<file path="src/rtl/lcd_spi_tx.sv">
// ----------------------------------------------------------------------------
// lcd_spi_tx
//   Byte-level SPI master (mode 0, MSB first) feeding an ILI9341 LCD. One byte
//   plus a command/data flag is accepted per load handshake. CSX is held low
//   across back-to-back bytes and for CS_HOLD idle cycles afterwards, so pixel
//   streams are not chopped per byte. The byte shifted in on SDI is returned.
//
// Parameters
//   CLK_DIV  SCK half-period in clock cycles (>=1); SCK = CLK/(2*CLK_DIV)
//   CS_HOLD  idle cycles CSX stays low after a byte (0 = release at done)
//
// Ports
//   CLK_100MHz  in   system clock
//   reset       in   synchronous, active-high reset
//   load        in   start request, accepted only while busy=0
//   in[7:0]     in   byte to send, sampled with the accepted load
//   dc          in   0=command, 1=data, sampled with the accepted load
//   busy        out  high while a byte is in flight
//   done        out  one-cycle pulse when a byte completes
//   out[7:0]    out  byte received on SDI, valid from done until next done
//   SCK         out  SPI clock, idle low
//   SDO         out  serial data to LCD
//   SDI         in   serial data from LCD
//   CSX         out  chip select, active low
//   DCX         out  data/command select
// ----------------------------------------------------------------------------
module lcd_spi_tx #(
    parameter int CLK_DIV = 4,
    parameter int CS_HOLD = 16
) (
    input  logic       CLK_100MHz,
    input  logic       reset,
    input  logic       load,
    input  logic [7:0] in,
    input  logic       dc,
    output logic       busy,
    output logic       done,
    output logic [7:0] out,
    output logic       SCK,
    output logic       SDO,
    input  logic       SDI,
    output logic       CSX,
    output logic       DCX
);

    localparam int DW = $clog2(CLK_DIV + 1);
    localparam int HW = (CS_HOLD > 0) ? $clog2(CS_HOLD + 1) : 1;
    localparam logic [DW-1:0] DIV_LAST  = DW'(CLK_DIV - 1);
    localparam logic [HW-1:0] HOLD_LAST = HW'((CS_HOLD > 0) ? CS_HOLD - 1 : 0);

    typedef enum logic [1:0] {
        S_IDLE,
        S_SHIFT,
        S_HOLD
    } state_t;

    state_t          state_q, state_d;
    logic [DW-1:0]   div_q,   div_d;
    logic [2:0]      bit_q,   bit_d;
    logic [HW-1:0]   hold_q,  hold_d;
    logic [7:0]      tx_q,    tx_d;
    logic [7:0]      rx_q,    rx_d;
    logic [7:0]      out_q,   out_d;
    logic            sck_q,   sck_d;
    logic            sdo_q,   sdo_d;
    logic            csx_q,   csx_d;
    logic            dcx_q,   dcx_d;
    logic            done_q,  done_d;

    // ------------------------------------------------------------------------
    // State register. Every output is registered so the pins are glitch-free.
    // ------------------------------------------------------------------------
    always_ff @(posedge CLK_100MHz) begin
        // NOTE: sequential state uses non-blocking assignments so every
        // register samples the pre-edge values of the others.
        if (reset) begin
            state_q <= S_IDLE;
            div_q   <= '0;
            bit_q   <= '0;
            hold_q  <= '0;
            tx_q    <= '0;
            rx_q    <= '0;
            out_q   <= '0;
            sck_q   <= 1'b0;
            sdo_q   <= 1'b0;
            csx_q   <= 1'b1;
            dcx_q   <= 1'b1;
            done_q  <= 1'b0;
        end else begin
            state_q <= state_d;
            div_q   <= div_d;
            bit_q   <= bit_d;
            hold_q  <= hold_d;
            tx_q    <= tx_d;
            rx_q    <= rx_d;
            out_q   <= out_d;
            sck_q   <= sck_d;
            sdo_q   <= sdo_d;
            csx_q   <= csx_d;
            dcx_q   <= dcx_d;
            done_q  <= done_d;
        end
    end

    // ------------------------------------------------------------------------
    // Next-state logic.
    // ------------------------------------------------------------------------
    always_comb begin
        // NOTE: every signal gets a default before any branch, so no path
        // leaves a value unassigned and no latch is inferred.
        state_d = state_q;
        div_d   = div_q;
        bit_d   = bit_q;
        hold_d  = hold_q;
        tx_d    = tx_q;
        rx_d    = rx_q;
        out_d   = out_q;
        sck_d   = sck_q;
        sdo_d   = sdo_q;
        csx_d   = csx_q;
        dcx_d   = dcx_q;
        done_d  = 1'b0;

        if (state_q != S_SHIFT && load) begin
            // Start a byte from IDLE or HOLD; CSX stays low when chaining.
            state_d = S_SHIFT;
            div_d   = '0;
            bit_d   = '0;
            hold_d  = '0;
            tx_d    = in;
            sdo_d   = in[7];
            sck_d   = 1'b0;
            csx_d   = 1'b0;
            dcx_d   = dc;
        end else begin
            case (state_q)
                S_SHIFT: begin
                    if (div_q == DIV_LAST) begin
                        div_d = '0;
                        if (!sck_q) begin
                            // Rising edge: LCD data is sampled here.
                            sck_d = 1'b1;
                            rx_d  = {rx_q[6:0], SDI};
                        end else begin
                            sck_d = 1'b0;
                            if (bit_q == 3'd7) begin
                                // Eighth fall: byte complete, SDO keeps last bit.
                                done_d = 1'b1;
                                out_d  = rx_q;
                                hold_d = '0;
                                if (CS_HOLD == 0) begin
                                    state_d = S_IDLE;
                                    csx_d   = 1'b1;
                                end else begin
                                    state_d = S_HOLD;
                                end
                            end else begin
                                bit_d = bit_q + 3'd1;
                                tx_d  = tx_q << 1;
                                sdo_d = tx_q[6];
                            end
                        end
                    end else begin
                        div_d = div_q + 1'b1;
                    end
                end
                S_HOLD: begin
                    if (hold_q == HOLD_LAST) begin
                        state_d = S_IDLE;
                        csx_d   = 1'b1;
                        hold_d  = '0;
                    end else begin
                        hold_d = hold_q + 1'b1;
                    end
                end
                default: begin
                    csx_d = 1'b1;
                end
            endcase
        end
    end

    assign busy = (state_q == S_SHIFT);
    assign done = done_q;
    assign out  = out_q;
    assign SCK  = sck_q;
    assign SDO  = sdo_q;
    assign CSX  = csx_q;
    assign DCX  = dcx_q;

endmodule

</file>
<file path="config.mk">
export PLATFORM = sky130hd
export DESIGN_NAME = lcd_spi_tx
export DESIGN_NICKNAME = d
export VERILOG_FILES = /design/src/rtl/lcd_spi_tx.sv
export SDC_FILE = /design/constraint.sdc
export NUM_CORES = 1
export LEC_CHECK = 0
export CAP_MARGIN = 20
export CORE_MARGIN = 1.5
export CORE_UTILIZATION = 56
export CTS_CLUSTER_DIAMETER = 100
export DETAILED_ROUTE_END_ITERATION = 16
export GPL_ROUTABILITY_DRIVEN = 0
export PLACE_DENSITY = 0.9
export SYNTH_ARGS = -nofsm -noshare
export SYNTH_HDL_FRONTEND = slang
export SYNTH_SLANG_ARGS = --single-unit
</file>
<file path="constraint.sdc">
create_clock -name CLK_100MHz -period 4.1 [get_ports CLK_100MHz]
set_clock_uncertainty 0.1 [all_clocks]
set_input_delay 0.41 -clock CLK_100MHz [delete_from_list [all_inputs] [get_ports CLK_100MHz]]
set_output_delay 0.41 -clock CLK_100MHz [all_outputs]
set_load 0.02 [all_outputs]
</file>
---- Yosys cells after proc, flatten, opt, wreduce, memory -nomap -nowiden ----
Cells that the tools add are included.
cells by class
  add/subtract/negate cells ............... 3
  eq/ne operators ......................... 16
  muxes and demuxes ....................... 27
  bitwise gates (word level) .............. 5
  reduce and logical (&&, ||, !) cells .... 17
operator list
  kind                                                                      count
  7-bit 2-to-1 mux                                                          5
  5-bit 2-to-1 mux                                                          4
  4-bit AND reduction                                                       4
  5-bit AND reduction                                                       3
  1-bit 2-to-1 mux                                                          10
  2-bit by 1-bit inequality test with 1-bit output (second input constant)  5
  5-bit case mux with 2 select lines                                        1
  3-bit by 1-bit inequality test with 1-bit output (second input constant)  3
  2-bit 2-to-1 mux                                                          4
  2-bit nonzero test                                                        4
  3-bit by 1-bit adder with 3-bit output (second input constant)            2
  5-bit by 1-bit adder with 5-bit output (second input constant)            1
  5-bit by 4-bit == test with 1-bit output (second input constant)          1
  1-bit inverter                                                            5
  5-bit OR reduction                                                        1
  2-bit inequality test (second input constant)                             2
  2-bit case mux with 2 select lines                                        1
  2-bit AND reduction                                                       2
  3-bit by 2-bit == test with 1-bit output (second input constant)          1
  3-bit == test (second input constant)                                     1
  3-bit 2-to-1 mux                                                          1
  3-bit inequality test (second input constant)                             1
  3-bit nonzero test                                                        1
  2-bit by 1-bit == test with 1-bit output (second input constant)          1
  4 further kinds                                                           4
word-level totals
  flip-flop bits (word level) ............. 41
  input port bits ......................... 13
  output and inout bits ................... 14
  logic and storage cells ................. 81

---- Depth between registers and ports, before layout ----
Gate-level depths: netlist of the first run.
  depth in word-level cells ............... 6
  gate-level depth with buffers ........... 7
  gate-level depth less buffers ........... 6

---- Least setup slack after synthesis of the first run ----
No wires, ideal clock.
  path type ............................... reg2reg
  start ................................... register state_q[1]
  end ..................................... register hold_q[2]
  library setup time ...................... 0.120 ns
  arrival time ............................ 1.474 ns
  data required time ...................... 3.880 ns
  setup slack ............................. 2.407 ns
  cell stages (with the launch flop) ...... 7
  buffers on the path ..................... 1
  clock period less this slack ............ 1.693 ns
  cells stage by stage .................... dfxtp_1 -> inv_1 -> ha_1 -> buf_4 -> mux2_2 -> o21ai_1 -> a21oi_1
between the ends
  word-level cells in the longest chain between the ends .. 3
  elaborated cells between the ends (all ways) .. 11
  those cells by class .................... eq/ne (6); mux (1); reduce/logical (4)
ends and longest elaborated chain
  what                                                                                                            line  text
  from (decl)                                                                                                     57    state_t state_q, state_d;
  from (signal assigned)                                                                                          90    state_q <= state_d;
  2-bit by 1-bit == test with 1-bit output *                                                                      --
  via busy                                                                                                        36    output logic busy,
  2-bit by 1-bit inequality test with 1-bit output (no source line) / 2-bit nonzero test (equally long branches)  --
  4-bit AND reduction (no source line)                                                                            --
  to (signal assigned)                                                                                            93    hold_q <= hold_d;
  to (decl)                                                                                                       60    logic [HW-1:0] hold_q, hold_d;
The timed path passes the listed nets; every way through them passes the cells marked *.
A chain may end at the register's enable or synchronous reset.

---- Final worst setup path of the first run ----
  start ................................... register state_q[1]
  end ..................................... output busy
between the ends
  word-level cells in the longest chain between the ends .. 1
ends and longest elaborated chain
  what                                      line  text
  2-bit by 1-bit == test with 1-bit output  183   assign busy = (state_q == S_SHIFT);
  to (decl)                                 36
No other way between the ends.

==> impl_metrics.py, run 1 <==
metrics = {
    "run_status": {
        "status": "complete, no violations",
    },
    "global_routing": {
        "grt_pass1_wl_mm": 5.62,
        "antenna_found_initial": 0,
        "grt_max_degree": 32,
        "met1_usage": 0.270,
        "grt_use_met3": 0.0659,
        "grt_use_met2": 0.339,
        "top_usage_layer": "met2",
        "grt_pass1_vias": 1356,
        "grt_overflow": 0,
        "track_usage": 0.215,
    },
    "timing": {
        "setup_tns_ns": 0,
        "setup_violations": 0,
        "slew_violations": 0,
        "fmax_ghz": 0.405,
        "hold_violations": 0,
        "worst_slew_pin_slew_ns": 0.594,
        "min_period_ns": 2.47,
        "fin_hold_ws_ns": 0.353,
        "rsz0062_at_grt": "no",
        "period_share": 0.602,
        "relSlewSlack": 0.603,
    },
    "floorplan": {
        "core_area_um2": 3000,
        "dieArea_um2": 3440,
        "ios": 27,
        "rows": 20,
        "start_util": 0.578,
        "die_w_um": 58.7,
        "die_y_um": 58.7,
    },
    "synthesis": {
        "syn_nets": 219,
        "ys_seq_area_frac": 0.473,
        "synth_common_cells": "dfxtp_1, nand2_1, a21oi_1",
        "yosysTopAreaCellShare": 0.473,
        "async_reset_ff_frac": 0,
        "syn_avg_cell_area_um2": 8.72,
        "yosysWarnings": 0,
        "ys_types": 36,
        "yosysTopAreaCell": "dfxtp_1",
        "synth-seq-cells": 41,
        "synth.most_common_cell": "dfxtp_1",
        "ys.flop_type": "dfxtp_1",
        "synth_cells": 199,
        "synth_edf_count": 0,
        "syn_area_um2": 1740,
        "synth.top_cells.by_area": "dfxtp_1, nand2_1, a21oi_1",
    },
    "routing": {
        "drc": 0,
        "vias_per_cell": 5.58,
        "first_iter_violations": 79,
        "wire_per_inst_um": 12.9,
        "finalWirelength_mm": 3.32,
        "antenna_left": 0,
        "vias": 1440,
        "firstDrtPassIters": 4,
    },
    "job": {
        "cap_violations": 0,
    },
    "power": {
        "p_per_area_nw_per_um2": 431,
        "power.share.clock": 0.362,
        "seqPwrFrac": 0.473,
        "combPwrFrac": 0.165,
        "p_leak_nw": 0.843,
        "p_sw_mw": 0.237,
        "sw_frac_of_total": 0.261,
        "peakVddDrop_v": 0.000340,
        "p_int_mw": 0.672,
    },
    "min_path": {
        "min_path_cells": 2,
        "min_path_type": "reg -> reg",
    },
    "worst_setup_path": {
        "critPathArrivalTime_ns": 1.96,
        "cp.required_ns": 3.59,
        "startpoint_type": "register",
        "worstSetupPathType": "reg -> out",
        "cp_max_fo": 15,
        "r2r_cells": 6,
        "endpoint_kind": "primary output",
    },
    "clocking": {
        "postCtsSetupBuffers": 0,
        "cts.repair.resized": 0,
        "cts_buffer_depth": 2,
        "cts_sinks": 41,
        "clkTransAtPathRegs_ns": 0.12,
        "root_buffer": "clkbuf_4",
        "cts_tree": "done",
        "htreeDepth": 2,
        "postCtsHoldBufs": 0,
        "clk_latency_ns": 0.35,
        "numCtsBuffers": 5,
    },
    "cells_and_area": {
        "fillCellCount": 241,
        "num-nets-final": 244,
        "fin_util": 0.702,
        "seqCellArea_um2": 821,
        "final_cell_area_um2": 2110,
        "multi_input_area_um2": 848,
        "syn_to_final_growth_pct": 21.4,
        "drive_gt1_frac": 0.0578,
        "stdcell_count": 258,
        "diodes": 0,
    },
    "place": {
        "io_buffers": 26,
        "place_inst": 250,
        "detailedPlacementHpwl_mm": 2.27,
        "place_area_um2": 2000,
    },
}
[path summary, 6_finish.rpt]
path,from,to,slack [ns]
max,state_q[1],busy,1.63
min,hold_q[4],hold_q[4],0.35
max reg2reg,state_q[1],hold_q[3],1.65
min reg2reg,hold_q[4],hold_q[4],0.35
[metrics by stage]
stage | setup slack [ns] | power (mW)
2_1_floorplan | 2.41 | 0.544
3_3_place_gp | 1.76 | 0.583
3_5_place_dp | 1.70 | 0.587
4_1_cts | 1.62 | 0.917
5_1_grt | 1.48 | 0.961
6_report | 1.63 | 0.909
[layout by cell type (no fill, tap or decap), drive strengths merged, types with 2 or more instances in the layout]
master         count
a2111oi            2
inv                7
nor2b              2
o21ai              2
nor3               3
mux2i             10
bufinv             2
nand4b             3
nor2              20
dfxtp             41
nand2b             2
nand3             10
a22oi              5
ha                 7
nand2             35
or2                2
or3                2
a311oi             2
clkdlybuf4s50     26
a21oi             26
clkbuf             5
[final cells by class]
cell class | instances | share of cell area
Clock buffer | 5 | 0.0178
Multi-Input combinational cell | 143 | 0.403
Clock inverter | 3 | 0.0327
Sequential cell | 41 | 0.390
Inverter | 6 | 0.0107
Tap cell | 33 | 0.0196
Timing Repair Buffer | 27 | 0.127
[critical path, stage by stage (launching register included)]
cell and delay, ns:
dfxtp_1 0.33, inv_1 0.09, ha_1 0.47, clkdlybuf4s50_1 0.71
[sequential cells by signal, summed over array words and instances, names as in the netlist, 2 cells and up]
register	flops
hold_q	5
rx_q	8
div_q	3
tx_q	7
out	8
bit_q	3
state_q	2
[power groups by stage]
stage / clock [mW] / combinational [mW] / sequential [mW]
5_1_grt: 0.358 / 0.170 / 0.433
2_1_floorplan: 0 / 0.103 / 0.441
3_3_place_gp: 0 / 0.146 / 0.437
6_report: 0.329 / 0.150 / 0.430
3_5_place_dp: 0 / 0.149 / 0.438
4_1_cts: 0.337 / 0.150 / 0.430
[per-layer routing]
metal | up-vias | share of wire
met4 | 0 | 0.016
met5 | - | 0
met3 | 5 | 0.045
met2 | 38 | 0.48
met1 | 660 | 0.46
li1 | 737 | -
[kinds of logic (layout without fill, tap and decap cells)]
kind of cell | after synthesis | after routing | share of synthesized area
AO/OA/AOI/OAI | 42 | 42 | 0.144
buffers and inverters | 15 | 41 | 0.0382
flip-flops | 41 | 41 | 0.473
multiplexers | 11 | 11 | 0.0642
XOR/XNOR | 1 | 1 | 0.00505
adder cells (fa/ha/maj) | 7 | 7 | 0.0505
AND/OR/NAND/NOR | 82 | 82 | 0.225
No activity file was read; power rests on OpenSTA's default activity.
==> run 2, diff against run 1 <==
CORE_UTILIZATION = 47   (was 56)
PLACE_DENSITY = 0.81   (was 0.9)
clock period = 2 ns   (was 4.1 ns; I/O delays follow)
==> run 2 against run 1 <==
Sequential power is 110% higher. Design area is 4.0% higher. First-iteration DRC count is 2.5% lower. Wire length is 7.7% higher. Largest power group unchanged. Utilization is 6.5 points lower. Count of clock-buffer cells in the layout stayed put. Clock power is 140% higher.
==> impl_metrics.py, run 2 (same netlist as run 1, synthesis figures left out) <==
metrics = {
    "worst_setup_path": {
        "cp_max_fo": 5,
        "r2r-start": "bit_q[0]",
        "startpoint_type": "register",
        "crit_family": "adder cells",
        "cp_num_cells": 6,
        "worstSetupPathType": "reg -> reg",
        "cp.required_ns": 2.12,
        "r2r_cells": 6,
        "path_cells": "ha_1 > ha_1 > nand4b_2 > mux2i_1 > nand2_1 > o22ai_1",
        "critPathArrivalTime_ns": 1.91,
        "critPathSlowestCell": "dfxtp_1",
        "slowest_delay_ns": 0.35,
        "crit_path_frequent_cell": "ha_1",
        "r2r_slack_ns": 0.20,
        "r2r-end": "hold_q[3]",
        "critPathLaunch": "bit_q[0]",
        "cp.buffers_inverters": 0,
        "endpoint_kind": "register",
    },
    "routing": {
        "finalWirelength_mm": 3.58,
        "wire_per_inst_um": 13.0,
        "drc": 0,
        "antenna_left": 0,
        "first_iter_violations": 77,
        "vias_per_cell": 5.38,
        "vias": 1479,
        "firstDrtPassIters": 4,
    },
    "job": {
        "cap_violations": 0,
    },
    "clocking": {
        "root_buffer": "clkbuf_8",
        "clk_latency_ns": 0.29,
        "cts_tree": "done",
        "numCtsBuffers": 5,
        "clkTransAtPathRegs_ns": 0.08,
        "cts_sinks": 41,
        "cts.repair.resized": 1,
        "cts_buffer_depth": 2,
        "postCtsHoldBufs": 0,
        "postCtsSetupBuffers": 0,
        "htreeDepth": 2,
    },
    "global_routing": {
        "track_usage": 0.191,
        "grt_max_degree": 31,
        "grt_pass1_vias": 1410,
        "grt_overflow": 0,
        "antenna_found_initial": 0,
        "grt_pass1_wl_mm": 6.17,
    },
    "floorplan": {
        "ios": 27,
        "die_w_um": 63.8,
        "start_util": 0.504,
        "die_y_um": 63.8,
        "dieArea_um2": 4070,
        "rows": 21,
        "core_area_um2": 3440,
    },
    "cells_and_area": {
        "diodes": 0,
        "final_common_cell": "dfxtp_1",
        "final_cell_mix": "dfxtp_1, nand2_1, a21oi_1, clkdlybuf4s50_1, nor2_1",
        "final_cell_area_um2": 2190,
        "drive_gt1_frac": 0.0873,
        "syn_to_final_growth_pct": 26.3,
        "seqCellArea_um2": 821,
        "fin_util": 0.637,
        "num-nets-final": 248,
        "multi_input_area_um2": 857,
        "fillCellCount": 299,
    },
    "timing": {
        "rsz0062_at_grt": "no",
        "slew_violations": 0,
        "fmax_ghz": 0.557,
        "setup_violations": 0,
        "relSlewSlack": 0.693,
        "worst_slew_pin_slew_ns": 0.457,
        "period_share": 0.898,
        "fin_hold_ws_ns": 0.349,
        "hold_violations": 0,
        "finalWorstSetupSlack_ns": 0.205,
        "setup_tns_ns": 0,
        "min_period_ns": 1.80,
    },
    "place": {
        "place_area_um2": 2050,
        "detailedPlacementHpwl_mm": 2.39,
        "io_buffers": 26,
        "dp_slack_ns": 0.0910,
    },
    "power": {
        "p_per_area_nw_per_um2": 918,
        "p_leak_nw": 0.882,
        "peakVddDrop_v": 0.000496,
    },
    "run_status": {
        "status": "complete, no violations",
    },
    "min_path": {
        "min_path_type": "in -> reg",
        "min_path_cells": 3,
        "min_from": "SDI",
        "whs_endpoint": "rx_q[0]",
    },
}
## run 2: changes by cell type in the layout (fill, tap and decap cells not counted), sizes merged
cell,before,now
buf,1,5
clkdlybuf4s50,26,25
dlygate4sd2,0,1
## run 2: cell type report
cell class	instances	area share
multi-input cells	143	0.391
flip-flops and latches	41	0.374
repair buffers	31	0.135
clock buffers	5	0.0314
clock inverters	3	0.0314
well taps	46	0.0263
inverters	6	0.0103
## run 2: worst max path at each step
stage / slack, ns / to
after floorplan: 0.31 / hold_q[2]
after global placement: 0.13 / out[6]
after detailed placement: 0.09 / out[5]
after CTS: 0.08 / out[2]
after global routing: 0.05 / hold_q[2]
final: 0.20 / hold_q[3]
## run 2: metrics by stage
| stage | power (mW) | cells |
|---|---|---|
| 3_5_place_dp | 1.23 | 267 |
| 4_1_cts | 2.02 | 275 |
| 5_1_grt | 2.10 | 275 |
| 2_1_floorplan | 1.12 | 199 |
| 3_3_place_gp | 1.22 | 267 |
| 6_report | 2.01 | 275 |
## run 2: worst register-to-register path, delay by kind of cell (launching register included)
family	cells	cell delay (ns)
fa+ha+maj	2	0.43
flops	1	0.35
mux	1	0.35
simple gates	2	0.29
compound gates	1	0.18
## run 2: where the power goes
part           switching, mW  internal [mW]  leakage [nW]  total (mW)
clock network          0.293          0.502        0.0687       0.796
registers             0.0266          0.856         0.333       0.882
logic                  0.189          0.145         0.481       0.335
## run 2: per-layer routing
metal | vias up | track usage | wire length (um)
li1 | 757 | - | -
met1 | 685 | 0.234 | 1670
met2 | 28 | 0.311 | 1690
met3 | 9 | 0.0704 | 164
met4 | 0 | 0.0625 | 58
met5 | - | 0 | 0
